**config.mk**
```make
export PLATFORM = sky130hd
export DESIGN_NAME = spi_slave
export DESIGN_NICKNAME = d
export VERILOG_FILES = /design/src/rtl/spi_slave_pkg.sv /design/src/rtl/spi_slave_sync.sv /design/src/rtl/spi_slave.sv
export SDC_FILE = /design/constraint.sdc
export NUM_CORES = 1
export LEC_CHECK = 0
export CORE_ASPECT_RATIO = 1.2
export CORE_MARGIN = 2
export CORE_UTILIZATION = 40
export DETAILED_ROUTE_END_ITERATION = 10
export GPL_TIMING_DRIVEN = 0
export PLACE_DENSITY = 0.72
export RECOVER_POWER = 25
export SYNTH_ARGS = -nofsm -noshare
export SYNTH_HDL_FRONTEND = slang
export SYNTH_SLANG_ARGS = --single-unit
export TNS_END_PERCENT = 10
```
**constraint.sdc**
```tcl
create_clock -name clk -period 2.4 [get_ports clk]
set_input_delay 0.6 -clock clk [delete_from_list [all_inputs] [get_ports clk]]
set_output_delay 0.6 -clock clk [all_outputs]
set_load 0.02 [all_outputs]
```
**src/rtl/spi_slave_pkg.sv**
```systemverilog
// Shared constants and types for the SPI target peripheral.
// Register map, STATUS layout and frame geometry.
package spi_slave_pkg;

    typedef enum logic {
        REG_DATA   = 1'b0,
        REG_STATUS = 1'b1
    } reg_addr_e;

    localparam int FRAME_BITS = 8;
    localparam int CNT_W      = $clog2(FRAME_BITS);

    localparam int ST_RX_VALID = 0;
    localparam int ST_TX_FULL  = 1;
    localparam int ST_OVERRUN  = 2;
    localparam int ST_UNDERRUN = 3;
    localparam int ST_ACTIVE   = 4;
    localparam int ST_BUSY     = 5;

    typedef struct packed {
        logic busy;
        logic active;
        logic underrun;
        logic overrun;
        logic tx_full;
        logic rx_valid;
    } status_t;

    function automatic logic [31:0] pack_status(input status_t s);
        logic [31:0] r;
        r              = '0;
        r[ST_RX_VALID] = s.rx_valid;
        r[ST_TX_FULL]  = s.tx_full;
        r[ST_OVERRUN]  = s.overrun;
        r[ST_UNDERRUN] = s.underrun;
        r[ST_ACTIVE]   = s.active;
        r[ST_BUSY]     = s.busy;
        return r;
    endfunction

endpackage

```
**src/rtl/spi_slave_sync.sv**
```systemverilog
// Brings the asynchronous SPI pins into clk and flags their edges.
// Chains reset to bus idle levels so reset never fakes an edge.
module spi_slave_sync #(
    parameter int SYNC_STAGES = 2
) (
    input  logic clk,
    input  logic rst_n,
    input  logic sclk,
    input  logic mosi,
    input  logic ss_n,
    output logic sclk_rise,
    output logic sclk_fall,
    output logic ss_fall,
    output logic ss_rise,
    output logic mosi_s,
    output logic ss_n_s
);

    logic [SYNC_STAGES-1:0] sclk_q, sclk_d;
    logic [SYNC_STAGES-1:0] mosi_q, mosi_d;
    logic [SYNC_STAGES-1:0] ss_q, ss_d;
    logic                   sclk_h_q, sclk_h_d;
    logic                   ss_h_q, ss_h_d;
    logic                   sclk_s;

    always_comb begin
        sclk_d   = {sclk_q[SYNC_STAGES-2:0], sclk};
        mosi_d   = {mosi_q[SYNC_STAGES-2:0], mosi};
        ss_d     = {ss_q[SYNC_STAGES-2:0], ss_n};
        sclk_h_d = sclk_q[SYNC_STAGES-1];
        ss_h_d   = ss_q[SYNC_STAGES-1];
    end

    always_ff @(posedge clk) begin
        if (!rst_n) begin
            sclk_q   <= '0;
            mosi_q   <= '0;
            ss_q     <= '1;
            sclk_h_q <= 1'b0;
            ss_h_q   <= 1'b1;
        end else begin
            sclk_q   <= sclk_d;
            mosi_q   <= mosi_d;
            ss_q     <= ss_d;
            sclk_h_q <= sclk_h_d;
            ss_h_q   <= ss_h_d;
        end
    end

    assign sclk_s    = sclk_q[SYNC_STAGES-1];
    assign ss_n_s    = ss_q[SYNC_STAGES-1];
    assign mosi_s    = mosi_q[SYNC_STAGES-1];
    assign sclk_rise = sclk_s & ~sclk_h_q;
    assign sclk_fall = ~sclk_s & sclk_h_q;
    assign ss_fall   = ~ss_n_s & ss_h_q;
    assign ss_rise   = ss_n_s & ~ss_h_q;

endmodule

```
**src/rtl/spi_slave.sv**
```systemverilog
// Mode-0 SPI target with one-byte RX/TX holding registers.
// CPU sees DATA and STATUS registers plus a level interrupt.
module spi_slave
    import spi_slave_pkg::*;
#(
    parameter logic [7:0] TX_IDLE     = 8'hFF,
    parameter int         SYNC_STAGES = 2
) (
    input  logic        clk,
    input  logic        rst_n,
    input  logic        read,
    input  logic        write,
    input  logic        address,
    input  logic [31:0] data_in,
    input  logic [3:0]  be,
    output logic [31:0] data_out,
    input  logic        sclk,
    input  logic        mosi,
    input  logic        ss_n,
    output logic        miso,
    output logic        miso_oe,
    output logic        irq
);

    localparam logic [CNT_W-1:0] LAST = CNT_W'(FRAME_BITS - 1);

    logic sclk_rise, sclk_fall, ss_fall, ss_rise;
    logic mosi_s, ss_n_s;

    spi_slave_sync #(
        .SYNC_STAGES(SYNC_STAGES)
    ) u_sync (
        .clk      (clk),
        .rst_n    (rst_n),
        .sclk     (sclk),
        .mosi     (mosi),
        .ss_n     (ss_n),
        .sclk_rise(sclk_rise),
        .sclk_fall(sclk_fall),
        .ss_fall  (ss_fall),
        .ss_rise  (ss_rise),
        .mosi_s   (mosi_s),
        .ss_n_s   (ss_n_s)
    );

    logic [FRAME_BITS-1:0] rx_hold_q, rx_hold_d;
    logic [FRAME_BITS-1:0] rx_shift_q, rx_shift_d;
    logic [FRAME_BITS-1:0] tx_hold_q, tx_hold_d;
    logic [FRAME_BITS-1:0] tx_shift_q, tx_shift_d;
    logic [CNT_W-1:0]      bitcnt_q, bitcnt_d;
    logic                  rx_valid_q, rx_valid_d;
    logic                  tx_full_q, tx_full_d;
    logic                  overrun_q, overrun_d;
    logic                  underrun_q, underrun_d;
    logic                  skip_fall_q, skip_fall_d;
    logic                  miso_oe_q, miso_oe_d;
    logic                  irq_q, irq_d;

    reg_addr_e             addr_e;
    logic                  active;
    logic                  data_rd, data_wr, stat_wr;
    logic                  byte_done, tx_load;
    logic [FRAME_BITS-1:0] new_byte;
    status_t               st;
    logic                  unused_bits;

    assign addr_e      = reg_addr_e'(address);
    assign active      = ~ss_n_s;
    assign unused_bits = ^{data_in[31:8], be[3:1]};

    always_comb begin
        data_rd   = read & (addr_e == REG_DATA);
        data_wr   = write & be[0] & (addr_e == REG_DATA);
        stat_wr   = write & be[0] & (addr_e == REG_STATUS);
        byte_done = active & sclk_rise & (bitcnt_q == LAST);
        tx_load   = ss_fall | byte_done;
        new_byte  = {rx_shift_q[FRAME_BITS-2:0], mosi_s};

        rx_hold_d   = rx_hold_q;
        rx_shift_d  = rx_shift_q;
        tx_hold_d   = tx_hold_q;
        tx_shift_d  = tx_shift_q;
        bitcnt_d    = bitcnt_q;
        rx_valid_d  = rx_valid_q;
        tx_full_d   = tx_full_q;
        overrun_d   = overrun_q;
        underrun_d  = underrun_q;
        skip_fall_d = skip_fall_q;

        // CPU clears go first so any same-cycle hardware set wins.
        if (data_rd) rx_valid_d = 1'b0;
        if (stat_wr && data_in[ST_OVERRUN]) overrun_d = 1'b0;
        if (stat_wr && data_in[ST_UNDERRUN]) underrun_d = 1'b0;

        if (ss_fall || ss_rise) begin
            bitcnt_d    = '0;
            skip_fall_d = 1'b0;
        end

        if (active && sclk_rise) begin
            rx_shift_d = new_byte;
            bitcnt_d   = bitcnt_q + CNT_W'(1);
            if (bitcnt_q == LAST) begin
                skip_fall_d = 1'b1;
                if (!rx_valid_q || data_rd) begin
                    rx_hold_d  = new_byte;
                    rx_valid_d = 1'b1;
                end else begin
                    overrun_d = 1'b1;
                end
            end
        end

        // The fall after a completed byte must not shift out the fresh MSB.
        if (active && sclk_fall) begin
            if (skip_fall_q) skip_fall_d = 1'b0;
            else tx_shift_d = {tx_shift_q[FRAME_BITS-2:0], 1'b1};
        end

        if (tx_load) begin
            if (tx_full_q) begin
                tx_shift_d = tx_hold_q;
                tx_full_d  = 1'b0;
            end else begin
                tx_shift_d = TX_IDLE;
                underrun_d = 1'b1;
            end
        end

        if (data_wr) begin
            tx_hold_d = data_in[FRAME_BITS-1:0];
            tx_full_d = 1'b1;
        end

        miso_oe_d = active;
        irq_d     = rx_valid_q | overrun_q | (active & ~tx_full_q);
    end

    always_ff @(posedge clk) begin
        if (!rst_n) begin
            rx_hold_q   <= '0;
            rx_shift_q  <= '0;
            tx_hold_q   <= '0;
            tx_shift_q  <= TX_IDLE;
            bitcnt_q    <= '0;
            rx_valid_q  <= 1'b0;
            tx_full_q   <= 1'b0;
            overrun_q   <= 1'b0;
            underrun_q  <= 1'b0;
            skip_fall_q <= 1'b0;
            miso_oe_q   <= 1'b0;
            irq_q       <= 1'b0;
        end else begin
            rx_hold_q   <= rx_hold_d;
            rx_shift_q  <= rx_shift_d;
            tx_hold_q   <= tx_hold_d;
            tx_shift_q  <= tx_shift_d;
            bitcnt_q    <= bitcnt_d;
            rx_valid_q  <= rx_valid_d;
            tx_full_q   <= tx_full_d;
            overrun_q   <= overrun_d;
            underrun_q  <= underrun_d;
            skip_fall_q <= skip_fall_d;
            miso_oe_q   <= miso_oe_d;
            irq_q       <= irq_d;
        end
    end

    always_comb begin
        st.rx_valid = rx_valid_q;
        st.tx_full  = tx_full_q;
        st.overrun  = overrun_q;
        st.underrun = underrun_q;
        st.active   = active;
        st.busy     = active & (bitcnt_q != '0);
    end

    always_comb begin
        data_out = '0;
        unique case (addr_e)
            REG_DATA:   data_out = {{(32-FRAME_BITS){1'b0}}, rx_hold_q};
            REG_STATUS: data_out = pack_status(st);
        endcase
    end

    assign miso    = tx_shift_q[FRAME_BITS-1];
    assign miso_oe = miso_oe_q;
    assign irq     = irq_q;

endmodule

```
==> qor.yml <==
synthesis:
  syn_area_um2: 2300
  syn_inst: 252
  synth_edf_count: 0
  yosys.area.top_type_share: 0.426
  ys_ff_latch: 49
  synth_area_leaders: "dfxtp_1 (43%), nand2_1 (8.8%), buf_4 (7.8%)"
  syn_avg_cell_area_um2: 9.13
  synth_largest_area_cell: "dfxtp_1"
  netlist_top_cells_count: "nand2_1 (54), dfxtp_1 (49), buf_4 (24)"
  ys_seq_area_frac: 0.426
  ys_warn_count: 0
  async_flop_share: 0
  ys_types: 33
  synth-main-ff-cell: "dfxtp_1"
  synth_most_common_cell: "nand2_1"
worst_setup_path:
  critPathKind: "input pin to output pin"
  cp.arrival_ns: 1.73
  critPathCaptureType: "output pin"
  startpoint: "address"
  path_max_fanout: 9
  critPathLaunchType: "input pin"
  cp.required_ns: 1.80
  r2r-start: "bitcnt_q[0]$_SDFFE_PN0P_"
floorplanning:
  die_w_um: 73.2
  die_y_um: 87.1
  start_util: 0.411
  dieArea_um2: 6380
  core_area_um2: 5590
  num_rows: 30
  ios: 79
clock_network:
  postCtsHoldBufs: 0
  cts_buffer_depth: 2
  cts.sinks: 49
  tritoncts: "done"
  cts_max_level: 2
  clk_latency_ns: 0.30
  cts_made_buffers: 5
  path_clk_slew_ns: 0.09
  clockRootBuffer: "clkbuf_8"
pwr:
  power.total_mw: 1.50
  swShare: 0.246
  p_clk_frac: 0.314
  ir_drop_uv: 289
  internal_power_mw: 1.13
  power.net_switching_mw: 0.369
  p_leak_nw: 1.22
  p_seq_frac: 0.561
  powerDensity_nw_per_um2: 535
  p_comb_frac: 0.125
timing:
  timing.fmax_mhz: 430
  period_minus_slack_ns: 2.33
  rsz0062_at_grt: "false"
  clock_skew_ns: 0.00388
  period_share: 0.970
  slew_violations: 0
  worst_slack_ns: 0.0723
  tightest_slew_ns: 0.619
  hold_viol_final: 0
  finalSetupViolations: 0
  relSlewSlack: 0.586
grt:
  grt_pass1_vias: 1449
  grt_max_degree: 14
  grt_pass1_wl_um: 6780
  grt_overflow: 0
  grt_usage: 0.138
  antenna_found_initial: 0
placed_design:
  post_dp_cell_area_um2: 2730
  place_congestion: 0.728
  dp_hpwl_um: 3190
  dp_slack_ns: -0.746
  port_buffers: 26
detailed_routing:
  num_vias: 1663
  wirelength_um: 4290
  drc: 0
  antenna_left: 0
  via_per_inst: 4.45
  drt_iter0_drc: 70
  routed.top_layer: "met4"
  first_pass_iters: 4
  drt-met1-wl_um: 1980
  route.met3.wl_um: 186
  wl_per_cell_um: 11.5
  wl_met2_um: 2100
run:
  cap_violations: 0
outcome:
  status: "complete, no violations"
cells_and_area:
  fin_area_um2: 2800
  n_antenna_cell: 0
  drive_gt1_frac: 0.165
  nets: 357
  syn_to_final_growth_pct: 21.8
  fin_util: 0.501
min_path:
  worstHoldStart: "u_sync.ss_q[0]$_SDFF_PN1_"
  hp-class: "register to register"
## stage by stage
step	hold WS (ns)	std cells	setup TNS [ns]
final	0.421	374	0
after global routing	0.452	374	0
after CTS	0.433	374	0
after detailed placement	0.416	365	-5.15
after global placement	0.417	365	-5.06
after floorplan	0.386	275	0
## per-layer routing
layer / track usage / up-vias
li1: - / 885
met1: 0.175 / 743
met2: 0.224 / 31
met3: 0.0405 / 4
met4: 0.0387 / 0
met5: 0 / -
## state kept, by name, indices dropped and copies added (netlist names)
name             count
underrun_q           1
bitcnt_q             3
u_sync.ss_h_q        1
rx_hold_q            8
skip_fall_q          1
overrun_q            1
u_sync.ss_q          2
miso_oe              1
rx_shift_q           7
u_sync.sclk_h_q      1
rx_valid_q           1
irq                  1
tx_full_q            1
tx_hold_q            8
u_sync.sclk_q        2
u_sync.mosi_q        2
tx_shift_q           8
## critical path: stages
cell           delay [ns]
dlygate4sd2_1        0.28
buf_6                0.17
mux2_2               0.35
dlygate4sd2_1        0.32
## final timing paths
check	to	slack [ns]	cells past startpoint
min	u_sync.ss_q[1]$_SDFF_PN1_	0.42	1
min reg2reg	u_sync.ss_q[1]$_SDFF_PN1_	0.42	1
max reg2reg	rx_hold_q[6]$_SDFFE_PN0P_	0.56	6
max	data_out[1]	0.07	4
## area by class of cell
type                            count  area (um2)
Clock buffer                        8        80.1
Fill cell                         561        2790
Tap cell                           64        80.1
Buffer                             36         243
Multi-Input combinational cell    185        1130
Inverter                            5        18.8
Timing Repair Buffer               27         264
Sequential cell                    49         981
## cell usage in the layout (no fill, tap or decap), types with 2 or more instances in the layout
master            n
nand2_1          54
dfxtp_1          49
buf_4            25
conb_1           24
nor2b_1          18
a21boi_0         18
clkdlybuf4s50_1  15
clkbuf_1         11
nand3_1          11
mux2i_1           8
dlygate4sd2_1     7
mux2_2            6
mux2_4            6
inv_1             5
a21oi_1           5
nor2_1            5
and2_1            5
clkbuf_8          5
ha_1              4
nand2b_1          3
and2_0            3
buf_6             2
buf_2             2
nand4_1           2
o21ai_0           2
dlygate4sd3_1     2
dlymetal6s2s_1    2
## power groups by stage
stage	logic [mW]	clock network [mW]	registers (mW)
6_report	0.187	0.472	0.841
4_1_cts	0.189	0.482	0.842
2_1_floorplan	0.135	0	0.860
3_3_place_gp	0.187	0	0.860
5_1_grt	0.205	0.508	0.844
3_5_place_dp	0.188	0	0.861
## what timing repair did
action                                 CTS  global route
buffers inserted                         1             0
setup endpoints to repair                8             2
cloned                                   0             0
endpoints found under the hold margin    0             0
resized for setup                       10             2
## logic make-up (layout without fill, tap and decap cells)
group	after synthesis	after routing	share of synthesized area
AO/OA/AOI/OAI	30	30	0.0952
adder cells (fa/ha/maj)	4	4	0.0218
buffers and inverters	41	76	0.111
flip-flops	49	49	0.426
multiplexers	20	20	0.103
other	1	24	0.00163
AND/OR/NAND/NOR	107	107	0.241
(Power assumes the default switching activity.)
